$ cat src/rtl/positadd_issue_stream.sv
// positadd_issue_stream
//   Issue/collect wrapper around a fixed-latency 32-bit posit adder. Operand
//   pairs are issued straight to the adder. Results come back LAT cycles later
//   and land in a result FIFO, which drains in issue order. Every issued
//   request reserves a FIFO slot: occupancy = inflight + fifo_count, and
//   issue is allowed only while occupancy < DEPTH. Because the adder cannot be
//   stalled, this reservation means an accepted done always has a slot.
//
//   After reset the adder pipeline may still hold stale requests. The block
//   spends LAT cycles in DRAIN and discards any done pulses during that time.
//
// Parameters
//   LAT    adder start-to-done latency in cycles (>= 1)
//   DEPTH  result FIFO entries (power of two, >= 2)
//
// Ports
//   clk, reset_n                       clock, async active-low reset
//   in_valid/in_ready/in_a/in_b        operand pair stream in
//   add_start/add_in1/add_in2          adder issue side
//   add_result/add_inf/add_zero/add_done  adder completion side
//   out_valid/out_ready/out_data/out_inf/out_zero  result stream out
//   err                                sticky: done seen with nothing in flight
//   stat_inf_cnt/stat_zero_cnt         popped-result counters, saturating
//                                      (only with POSITADD_ISSUE_STREAM_STATS_EN)
//
// Build option
//   POSITADD_ISSUE_STREAM_STATS_EN   adds stat_inf_cnt / stat_zero_cnt
//
// state | meaning
// ------+-----------------------------------------------------------------
// DRAIN | in_ready low for LAT cycles; stale adder dones are discarded
// RUN   | normal issue/collect; left only through reset

module positadd_issue_stream #(
  parameter int LAT   = 8,
  parameter int DEPTH = 16
) (
  input  logic        clk,
  input  logic        reset_n,
  input  logic        in_valid,
  output logic        in_ready,
  input  logic [31:0] in_a,
  input  logic [31:0] in_b,
  output logic        add_start,
  output logic [31:0] add_in1,
  output logic [31:0] add_in2,
  input  logic [31:0] add_result,
  input  logic        add_inf,
  input  logic        add_zero,
  input  logic        add_done,
  output logic        out_valid,
  input  logic        out_ready,
  output logic [31:0] out_data,
  output logic        out_inf,
  output logic        out_zero,
  output logic        err
`ifdef POSITADD_ISSUE_STREAM_STATS_EN
  ,
  output logic [15:0] stat_inf_cnt,
  output logic [15:0] stat_zero_cnt
`endif
);

  localparam int PW = $clog2(DEPTH);
  localparam int CW = PW + 1;
  localparam int DW = (LAT > 0) ? $clog2(LAT + 1) : 1;

  typedef enum logic {
    DRAIN = 1'b0,
    RUN   = 1'b1
  } state_t;

  state_t          state_q;
  logic [DW-1:0]   drain_q;

  logic [CW-1:0]   occ_q, occ_d;
  logic [CW-1:0]   infl_q, infl_d;
  logic [CW-1:0]   fcnt_q, fcnt_d;
  logic [PW-1:0]   wr_q, wr_d;
  logic [PW-1:0]   rd_q, rd_d;
  logic            err_q, err_d;

  // Each entry: {result[31:0], inf, zero}
  logic [33:0]     mem_q [DEPTH];

  logic            run;
  logic            issue;
  logic            pop;
  logic            done_acc;
  logic            done_spur;

  assign run       = (state_q == RUN);
  assign in_ready  = run && (occ_q < CW'(DEPTH));
  assign issue     = in_valid && in_ready;
  assign add_start = issue;
  assign add_in1   = in_a;
  assign add_in2   = in_b;

  assign out_valid = (fcnt_q != '0);
  assign pop       = out_valid && out_ready;

  // Dones in DRAIN belong to the pre-reset pipeline and are silently dropped.
  assign done_acc  = add_done && run && (infl_q != '0);
  assign done_spur = add_done && run && (infl_q == '0);

  // The memory is not reset, so the read side is gated to give zeros when empty.
  assign out_data  = out_valid ? mem_q[rd_q][33:2] : 32'h0;
  assign out_inf   = out_valid ? mem_q[rd_q][1]    : 1'b0;
  assign out_zero  = out_valid ? mem_q[rd_q][0]    : 1'b0;
  assign err       = err_q;

  always_comb begin
    occ_d  = occ_q  + CW'(issue)    - CW'(pop);
    infl_d = infl_q + CW'(issue)    - CW'(done_acc);
    fcnt_d = fcnt_q + CW'(done_acc) - CW'(pop);
    // DEPTH is a power of two, so pointer overflow is the modulo wrap.
    wr_d   = wr_q + PW'(done_acc);
    rd_d   = rd_q + PW'(pop);
    err_d  = err_q | done_spur;
  end

  always_ff @(posedge clk or negedge reset_n) begin
    if (!reset_n) begin
      state_q <= DRAIN;
      drain_q <= DW'(LAT);
    end else begin
      case (state_q)
        DRAIN: begin
          if (drain_q == '0) state_q <= RUN;
          else               drain_q <= drain_q - DW'(1);
        end
        RUN: begin
          state_q <= RUN;
        end
        default: begin
          state_q <= DRAIN;
          drain_q <= DW'(LAT);
        end
      endcase
    end
  end

  always_ff @(posedge clk or negedge reset_n) begin
    if (!reset_n) begin
      occ_q  <= '0;
      infl_q <= '0;
      fcnt_q <= '0;
      wr_q   <= '0;
      rd_q   <= '0;
      err_q  <= 1'b0;
    end else begin
      occ_q  <= occ_d;
      infl_q <= infl_d;
      fcnt_q <= fcnt_d;
      wr_q   <= wr_d;
      rd_q   <= rd_d;
      err_q  <= err_d;
    end
  end

  always_ff @(posedge clk) begin
    if (done_acc) mem_q[wr_q] <= {add_result, add_inf, add_zero};
  end

`ifdef POSITADD_ISSUE_STREAM_STATS_EN
  logic [15:0] stat_inf_q, stat_zero_q;

  always_ff @(posedge clk or negedge reset_n) begin
    if (!reset_n) begin
      stat_inf_q  <= '0;
      stat_zero_q <= '0;
    end else begin
      if (pop && out_inf && (stat_inf_q != 16'hFFFF))   stat_inf_q  <= stat_inf_q + 16'd1;
      if (pop && out_zero && (stat_zero_q != 16'hFFFF)) stat_zero_q <= stat_zero_q + 16'd1;
    end
  end

  assign stat_inf_cnt  = stat_inf_q;
  assign stat_zero_cnt = stat_zero_q;
`endif

endmodule

$ cat config.mk
export PLATFORM = sky130hd
export DESIGN_NAME = positadd_issue_stream
export DESIGN_NICKNAME = d
export VERILOG_FILES = /design/src/rtl/positadd_issue_stream.sv
export SDC_FILE = /design/constraint.sdc
export NUM_CORES = 1
export LEC_CHECK = 0
export ABC_AREA = 1
export BUFFER_PORTS_ARGS = -buffer_cell sky130_fd_sc_hd__buf_4
export CAP_MARGIN = 20
export CELL_PAD_IN_SITES_DETAIL_PLACEMENT = 2
export CELL_PAD_IN_SITES_GLOBAL_PLACEMENT = 2
export CORE_AREA = 2 2 227 452
export DETAILED_ROUTE_END_ITERATION = 8
export DIE_AREA = 0 0 229 454
export GPL_ROUTABILITY_DRIVEN = 0
export PLACE_DENSITY_LB_ADDON = 0.1
export SYNTH_ARGS = -nofsm -noshare
export SYNTH_HDL_FRONTEND = slang
export SYNTH_SLANG_ARGS = --single-unit
$ cat constraint.sdc
create_clock -name clk -period 5.97 [get_ports clk]
set_input_delay 1.194 -clock clk [delete_from_list [all_inputs] [get_ports clk]]
set_output_delay 1.194 -clock clk [all_outputs]
set_load 0.02 [all_outputs]
==> impl_results.md, run 1 <==
- Status: completed
- Fmax: 210 MHz
- Ys flop type: edfxtp_1
- Final hold vios: 0
- CTS tree: built
- Buffers added on ports: 76
- DRT antenna net count: 0
- Syn Nets: 2,489
- Worst Skew: 0.0242 ns
- Netlist cell types: 23
- Critical Path Start Type: register
- Post_cts resized: 0
- CTS Buffer Depth: 3
- Placed cells: 3,632
- Final setup vio count: 0
- GRT Residual Overflow: 0
- Initial antenna violation count: 0
- Most common cell in the synthesized netlist: nand2_1
- Synth area leader: edfxtp_1
- Leakage: 11.5 nW
- Mapped Cells: 2,362
- Fin crit share: 79.7%
- Initial DRC count: 722
- Asr flop ratio synth: 5.06%
- Starting density of the core: 24.7%
- Fin. max-slew vios: 0
- Row cnt: 165
- Total power: 14.3 mW
- Share of cells above drive strength 1: 9.45%
- Seq/Total Area, Yosys: 68.4%
- Total GRT Usage: 16.6%
- Required @ worst endpoint: 4.78 ns
- Pin count of the biggest net entering global routing: 145
- Register area: 17,100 sq um
- Post-CTS Hold Fix Bufs: 0
- WL/cell: 22.7 um
- Worst setup path category: reg -> out
- Core ar.: 101,000 sq um
- Top Ports: 205
- Number of enable flip-flop cells after synthesis: 544
- Non-filler cells, final: 3,739
- Synth top area share: 65.5%
- PwrDens: 502 nW/um^2
- FF+latch count, synth: 573
- Area taken by multi-input logic gates: 5810 sq um
- Nets@finish: 2,483
- Worst rel slew slack: 28.3%
- Number of global-route vias before repair: 18,900
- First-pass GRT wire length: 126 mm
- Clock sinks: 573
- Worst-Skew Late Latency: 0.65 ns
- DIE AREA: 104,000 sq um
- Arrival time of the worst setup path: 3.57 ns
- Setup TNS: 0 ns
- Max IR drop VDD: 0.000262 V
- Synth Warn #: 0
- Worst-path fanout max: 120
- Htree depth: 2
- Worst Setup End Kind: output pin
- Drt drc: 0
- Dpl hpwl: 47.5 mm
- Setup bufs post-CTS: 0
- Inserted Diodes: 0
- Filler Cells Inserted: 11,000
- Type of the worst min-delay path: reg -> reg
- Die Ht: 454 um
- Worst-path clk slew: 0.07 ns
- Period minus WS final: 4.76 ns
- Post-layout util: 28.3%
- Via/cell ratio: 4.46
- RSZ-0062 raised after global routing: false
- Synth area leaders: edfxtp_1 (66%), nand2_1 (13%), nand3_1 (7.0%)
- Area grow syn2layout: 14.4%
- Top post-synthesis cells by count: nand2_1 (831), edfxtp_1 (544), nand3_1 (350), inv_1 (311), buf_4 (64)
- Synth Area per Inst: 10.6 sq um
- Max_cap viols: 0
- Clock root buffer master: clkbuf_16
- Total wire length: 85.0 mm
- Mapped cell area: 24,900 sq um
- Worst-Margin Slew: 1.07 ns
- Via count: 16,700
- Die W: 229 um
- CTS buffer count: 58
- 1st-pass router iterations: 4
kinds of logic (layout without fill, tap and decap cells):
logic type | count (synthesis) | count (layout) | share of synthesized area [%]
AND/OR/NAND/NOR | 1204 | 1204 | 19.9
flip-flops | 573 | 573 | 68.4
buffers and inverters | 494 | 535 | 8.75
AO/OA/AOI/OAI | 49 | 49 | 0.994
adder cells (fa/ha/maj) | 24 | 24 | 1.29
XOR/XNOR | 18 | 18 | 0.632
flip-flops by register name, indices dropped and copies added, names as in the netlist:
signal   cells
fcnt_q       5
occ_q        5
err          1
drain_q      4
wr_q         4
mem_q      544
rd_q         4
run          1
infl_q       5
layer usage:
| layer | up-vias | GRT usage, % | share of wire, % |
|---|---|---|---|
| met4 | 0 | 4.99 | 2.7 |
| li1 | 7616 | - | - |
| met2 | 199 | 32.4 | 55 |
| met1 | 8688 | 18.4 | 39 |
| met5 | - | 0 | 0 |
| met3 | 162 | 2.01 | 2.8 |
path summary, 6_finish.rpt:
check	startpoint	end	slack [ns]	depth (start not counted)
min	err	err	0.49	1
min in group asynchronous	reset_n	infl_q[3]	0.50	1
max reg2reg	infl_q[3]	mem_q[9][21]	2.69	8
max in group asynchronous	reset_n	rd_q[1]	5.13	1
min reg2reg	err	err	0.49	1
max	rd_q[0]	out_data[29]	1.21	9
worst max-delay path: stages (launching register included):
cell,delay (ns)
dfrtp_4,0.73
inv_8,0.67
buf_4,0.45
nand2_1,0.10
nand2_1,0.07
nand2_1,0.05
nand3_1,0.10
nand3_1,0.13
a21oi_1,0.37
buf_4,0.22
metrics by stage:
stage | area, sq um | hold slack (ns) | worst slack, ns
finish | 28500 | 0.491 | 1.21
global route | 28500 | 0.488 | 0.931
detailed placement | 26700 | 0.482 | 1.79
floorplan | 24900 | 0.452 | 2.53
global placement | 26700 | 0.466 | 1.79
CTS | 28500 | 0.455 | 1.06
area by class of cell:
type,instances,share of cell area [%]
inverters,316,4.21
repair buffers,112,3.25
multi-input cells,1295,20.4
flip-flops and latches,573,59.8
clock inverters,44,1.24
well taps,1336,5.86
clock buffers,63,5.23
layout by cell type, fill, tap and decap left out:
master      Yosys  routed
dfrtp_2         0       1
clkinv_2        0      17
dfrtp_1        28      24
inv_8           0       2
o21bai_1        1       1
o21ai_0         7       7
clkinv_4        0       1
buf_12          0       7
dfstp_2         1       1
clkinv_1        2      14
clkinvlp_4      0       7
buf_4          64     105
nand3_1       350     350
bufinv_16       0       5
nor2_4          0      16
xnor2_1         5       5
inv_2           3       2
inv_1         311     311
nor2_1         22       6
dfrtp_4         0       3
fa_1            3       3
a21oi_1        40      40
clkbuf_16       0      59
ha_1           21      21
nand2_1       831     831
clkbuf_1       29       4
nor3b_1         1       1
inv_6           0       1
o21ai_1         1       1
xor2_1         13      13
edfxtp_1      544     544
power by group:
group          leakage [nW]  switching [mW]  internal, mW
Clock                 0.897            1.66          2.01
Sequential             5.25           0.248          4.90
Combinational          5.40            3.92          1.57
Power figures use the tool's default switching activity.
==> run 2, diff against run 1 <==
ABC_AREA = 0   (was 1)
CORE_AREA = 2 2 216 430   (was 2 2 227 452)
DIE_AREA = 0 0 218 432   (was 0 0 229 454)
clock period = 5 ns   (was 5.97 ns; I/O delays follow)
==> run 2 against run 1 <==
Non-clock buffer count increased by 2. Setup slack lost 0.60 ns. Sequential cell count unchanged. Clock skew shrank 0.0035 ns. Combinational power down 8.4%. Sequential power up 20%. Global-route usage shrank 3.3 points. Routed wire length decreased by 28%.
==> impl_results.md, run 2 <==
- Pin count of the biggest net entering global routing: 53 (-63%)
- DIE AREA: 94,200 sq um (-9.4%)
- Starting density of the core: 24.8% (about the same)
- Most frequent cells in the layout: edfxtp_1 (544), mux4_2 (136), buf_4 (107), clkbuf_16 (57), mux2i_1 (40)
- Via count: 10,300 (-38%)
- Via/cell ratio: 4.39 (-1.6%)
- Worst-Margin Slew: 0.989 ns (-0.0844 ns)
- Syn Nets: 1,178 (-53%)
- Worst-path clk slew: 0.06 ns (about the same)
- Inserted Diodes: 0 (unchanged)
- Max reg flops: 544 (unchanged)
- Netlist cell types: 39 (+70%)
- Asr flop ratio synth: 5.06% (unchanged)
- Post_cts resized: 0 (unchanged)
- Share of cells above drive strength 1: 30.4% (+21 points)
- Max_cap viols: 0 (unchanged)
- Number of enable flip-flop cells after synthesis: 544 (unchanged)
- CTS Buffer Depth: 3 (unchanged)
- Required @ worst endpoint: 4.00 ns (-0.78 ns)
- CTS tree: built
- Leakage: 8.47 nW (-27%)
- Fmax: 228 MHz
- Worst-Skew Late Latency: 0.64 ns (about the same)
- Fin. max-slew vios: 0 (unchanged)
- DRT antenna net count: 0 (unchanged)
- Initial antenna violation count: 3 (+3)
- Total GRT Usage: 13.3% (-3.3 points)
- CP Cell Sequence: inv_1 > ha_1 > nor4b_2 > inv_1 > nand2_2 > buf_4 > o21ai_1 > buf_4
- Most common cell in the synthesized netlist: edfxtp_1
- Worst rel slew slack: 34.1% (+5.7 points)
- Top Ports: 205 (unchanged)
- Arrival time of the worst setup path: 3.39 ns (-0.18 ns)
- Number of global-route vias before repair: 12,000 (-37%)
- PwrDens: 596 nW/um^2 (+19%)
- Commonest non-fill, non-tap cell in the layout: edfxtp_1
- Mapped cell area: 22,600 sq um (-9.5%)
- Clock sinks: 573 (unchanged)
- Register area: 17,100 sq um (about the same)
- Max stage delay on crit path: 0.59 ns (-0.14 ns)
- Htree depth: 2 (unchanged)
- Type of the worst min-delay path: in -> async
- Clock root buffer master: clkbuf_16
- Buf/Inv on CP: 4 (+1)
- Initial DRC count: 455 (-37%)
- Period minus WS final: 4.39 ns
- Synth Area per Inst: 21.5 sq um (+100%)
- Die Ht: 432 um (-4.8%)
- Area grow syn2layout: 16.6%
- Worst setup path category: reg -> out
- Post-layout util: 28.9% (+0.54 points)
- Top post-synthesis cells by count: edfxtp_1 (544), mux4_2 (136), buf_4 (64), mux2i_1 (40), inv_1 (31)
- Setup TNS: 0 ns (unchanged)
- FF+latch count, synth: 573 (unchanged)
- Worst Setup End Kind: output pin
- Mapped Cells: 1,051 (-56%)
- Synth area leader: edfxtp_1
- Max IR drop VDD: 0.000365 V (+40%)
- Buffers added on ports: 76 (unchanged)
- CTS buffer count: 56 (-3.4%)
- Post-CTS Hold Fix Bufs: 0 (unchanged)
- GRT Residual Overflow: 0 (unchanged)
- Status: completed
- Area taken by multi-input logic gates: 4790 sq um (-17%)
- Seq/Total Area, Yosys: 75.6% (+7.2 points)
- Final setup vio count: 0 (unchanged)
- CP delay by family, top: simple AND/OR/NAND/NOR gates
- Nets@finish: 1,242 (-50%)
- Drt drc: 0 (unchanged)
- Crit-path slowest cell: nand2_2
- Dpl hpwl: 33.7 mm (-29%)
- Setup bufs post-CTS: 0 (unchanged)
- Critical Path Start Type: register
- Top reg by flops: mem_q
- Ys flop type: edfxtp_1
- Core ar.: 91,100 sq um (-9.5%)
- WL/cell: 26.0 um (+15%)
- Row cnt: 157 (-4.8%)
- RSZ-0062 raised after global routing: false
- Total wire length: 61.3 mm (-28%)
- Synth top area share: 72.4% (+6.9 points)
- Filler Cells Inserted: 9,262 (-16%)
- 1st-pass router iterations: 4 (unchanged)
- Worst Skew: 0.0207 ns (-0.00351 ns)
- Fin crit share: 87.8%
- First-pass GRT wire length: 88.1 mm (-30%)
- Die W: 218 um (-4.8%)
- Worst-path fanout max: 18 (-85%)
- Synth area leaders: edfxtp_1 (72%), mux4_2 (14%), dfrtp_1 (3.1%)
- Final hold vios: 0 (unchanged)
- Synth Warn #: 0 (unchanged)
-- run 2: worst paths after layout --
path	startpoint	depth (start not counted)	slack, ns	endpoint
setup reg to reg	fcnt_q[3]	15	1.78	occ_q[4]
max in group asynchronous	reset_n	1	4.35	rd_q[2]
hold / removal	reset_n	1	0.31	wr_q[3]
min in group clk	err	1	0.49	err
hold reg to reg	err	1	0.49	err
setup / recovery	fcnt_q[3]	8	0.61	out_data[31]
-- run 2: layout make-up --
| type | count | share of cell area, % |
|---|---|---|
| sequential | 573 | 64.9 |
| tap | 1192 | 5.67 |
| multi-input combinational | 339 | 18.2 |
| clock inverter | 30 | 1.51 |
| timing repair buffer | 114 | 3.59 |
| clock buffer | 74 | 5.66 |
| inverter | 31 | 0.442 |
-- run 2: metrics by stage --
step	worst slack (ns)	hold WS, ns	power (mW)	cells	cell area, sq um
floorplan	0.634	0.471	9.49	1051	22600
global placement	1.33	0.464	11.5	2249	24400
detailed placement	1.15	0.468	11.6	2249	24400
CTS	0.444	0.267	16.1	2353	26300
global route	0.348	0.295	16.5	2353	26300
finish	0.611	0.306	15.7	2353	26300
-- run 2: where the power goes --
group / switching, mW / internal, mW
Clock: 1.87 / 2.57
Sequential: 0.369 / 5.84
Combinational: 2.83 / 2.20
Total: 5.07 / 10.6
-- run 2: cells by family (layout without fill, tap and decap cells) --
kind of cell             Yosys count  in the layout  synth area share [%]
AND/OR/NAND/NOR                   41             41                 0.987
adder cells (fa/ha/maj)           24             24                  1.43
buffers and inverters            139            249                  3.70
flip-flops                       573            573                  75.6
AO/OA/AOI/OAI                     79             79                  2.19
multiplexers                     176            176                  15.3
XOR/XNOR                          19             19                 0.737
-- run 2: metal layers --
| metal | wire length [um] | vias to the layer above | share of wire (%) | global-route usage, % |
|---|---|---|---|---|
| met5 | 46 | - | 0.075 | 0 |
| met4 | 1480 | 6 | 2.4 | 3.78 |
| met3 | 2510 | 111 | 4.1 | 2.55 |
| met2 | 32500 | 209 | 53 | 24.0 |
| li1 | - | 4367 | - | - |
| met1 | 24800 | 5629 | 40 | 15.9 |
==> run 3, diff against run 2 <==
CORE_AREA = 2 2 178 355   (was 2 2 216 430)
DIE_AREA = 0 0 180 357   (was 0 0 218 432)
==> run 3 against run 2 <==
Die area fell by 32%. Largest power group unchanged. Fmax rose by 8.3%. Highest routed layer is now met4. Sequential power barely moved. Via count fell by 0.73%. Utilization rose by 13 points. Worst hold slack improved by 0.025 ns.
==> impl_results.md, run 3 (synthesized netlist as in run 2, its figures left out) <==
- CTS buffer count: 53 (-5.4%)
- RSZ-0062 raised after global routing: false
- Final instance area: 25,700 sq um (-2.3%)
- Top Layer Used: met4
- Metal-1 WL: 22.4 mm (-9.6%)
- Arrival time of the worst setup path: 3.05 ns (-0.34 ns)
- Worst-path fanout max: 32 (+14)
- Starting density of the core: 36.7% (+12 points)
- Drt drc: 0 (unchanged)
- Final setup vio count: 0 (unchanged)
- Total wire length: 55.2 mm (-10%)
- Crit-path slowest cell: dfrtp_4
- Pin count of the biggest net entering global routing: 64 (+21%)
- Status: completed
- Number of global-route vias before repair: 11,900 (-1.0%)
- Worst setup path category: reg -> out
- Setup TNS: 0 ns (unchanged)
- Top Ports: 205 (unchanged)
- Htree depth: 2 (unchanged)
- Commonest non-fill, non-tap cell in the layout: edfxtp_1
- Type of the worst min-delay path: in -> async
- First-pass GRT wire length: 83.0 mm (-5.9%)
- Clock sinks: 573 (unchanged)
- DR WL met3: 1.57 mm (-38%)
- Fin crit share: 81.0% (-6.7 points)
- Initial antenna violation count: 0 (-3)
- CP Cell Sequence: buf_12 > mux4_2 > a22oi_1 > o21ai_0 > buf_4
- Area grow syn2layout: 13.9%
- Initial DRC count: 636 (+40%)
- Row cnt: 129 (-18%)
- Cell Area, Placed: 23,900 sq um (-2.2%)
- Reg-to-reg setup timing slack: 1.76 ns (-0.02 ns)
- Required @ worst endpoint: 4.00 ns (about the same)
- Post-CTS Hold Fix Bufs: 0 (unchanged)
- Max reg flops: 544 (unchanged)
- Setup bufs post-CTS: 0 (unchanged)
- Core ar.: 61,500 sq um (-33%)
- WL/cell: 28.4 um (+9.2%)
- Leakage: 8.44 nW (-0.37%)
- Worst Setup End Kind: output pin
- Max IR drop VDD: 0.000308 V (-16%)
- Nets@finish: 1,239 (-0.24%)
- Max_cap viols: 0 (unchanged)
- Worst-path clk slew: 0.07 ns (about the same)
- DIE AREA: 64,300 sq um (-32%)
- Via count: 10,200 (-0.73%)
- Worst-Skew Late Latency: 0.59 ns (-0.05 ns)
- Die W: 180 um (-17%)
- Worst Skew: 0.0134 ns (-0.00730 ns)
- Die Ht: 357 um (-17%)
- 1st-pass router iterations: 4 (unchanged)
- Clock root buffer master: clkbuf_16
- Final hold vios: 0 (unchanged)
- FF-to-FF path depth: 7 (-8)
- Max stage delay on crit path: 0.85 ns (+0.26 ns)
- Fmax: 247 MHz (+8.3%)
- Inserted Diodes: 0 (unchanged)
- Share of cells above drive strength 1: 30.8% (+0.36 points)
- Critical Path Start Type: register
- Worst-Margin Slew: 1.07 ns (+0.0778 ns)
- DP Worst Slack: 1.20 ns (+0.0557 ns)
- Crit Reg-Reg Startpoint: infl_q[2]
- Buffers added on ports: 76 (unchanged)
- R2R Path End: mem_q[15][19]
- Top reg by flops: mem_q
- DRT antenna net count: 0 (unchanged)
- CTS Buffer Depth: 3 (unchanged)
- Post_cts resized: 0 (unchanged)
- GRT Residual Overflow: 0 (unchanged)
- Worst rel slew slack: 28.7% (-5.4 points)
- Period minus WS final: 4.05 ns (-0.337 ns)
- Fin. max-slew vios: 0 (unchanged)
- Most frequent cells in the layout: edfxtp_1 (544), mux4_2 (136), buf_4 (107), clkbuf_16 (55), mux2i_1 (40)
- Setup slack after layout: 0.948 ns (+0.337 ns)
- Total GRT Usage: 17.6% (+4.3 points)
- Via/cell ratio: 5.28 (+20%)
- Dpl hpwl: 32.2 mm (-4.6%)
- CTS tree: built
- Metal2 WL: 30.0 mm (-7.5%)
- Total power: 15.4 mW (-1.7%)
- PwrDens: 599 nW/um^2 (+0.58%)
-- run 3: power breakdown --
group	internal (mW)	switching (mW)
Sequential	5.84	0.356
Clock	2.47	1.79
Combinational	2.20	2.76
-- run 3: metrics by stage --
step           hold slack [ns]  instances  util, %
5_1_grt                  0.328       1940     41.8
4_1_cts                  0.304       1939     41.8
2_1_floorplan            0.471       1051        -
6_report                 0.330       1940     41.8
3_5_place_dp             0.487       1842     38.9
3_3_place_gp             0.460       1842     38.9
-- run 3: worst max-delay path, delay by kind of cell, from the launching register on --
family                 cells  cell delay (ns)
flip-flops                 1             0.85
multiplexers               1             0.55
buffers and inverters      2             0.54
AO/OA/AOI/OAI              2             0.43
-- run 3: cell type report --
type | instances | area (sq um)
Inverter | 31 | 116
Multi-Input combinational cell | 339 | 4790
Fill cell | 5578 | 35800
Timing Repair Buffer | 114 | 943
Sequential cell | 573 | 17100
Clock buffer | 62 | 1400
Tap cell | 786 | 983
Clock inverter | 35 | 398
-- run 3: worst max-delay path by stage --
stage	slack (ns)	depth (start not counted)	end	startpoint
2_1_floorplan	0.63	4	mem_q[2][0]	add_done
3_3_place_gp	1.24	7	out_data[3]	fcnt_q[3]
3_5_place_dp	1.20	7	out_data[3]	fcnt_q[2]
4_1_cts	0.53	7	out_data[3]	fcnt_q[2]
5_1_grt	0.74	5	out_data[5]	rd_q[0]
6_report	0.95	5	out_data[5]	rd_q[0]
-- run 3: routing by layer --
layer	vias to the layer above	global-route usage (%)
met5	-	0
met4	0	4.88
met3	97	2.19
met2	177	32.4
met1	5619	21.8
li1	4354	-
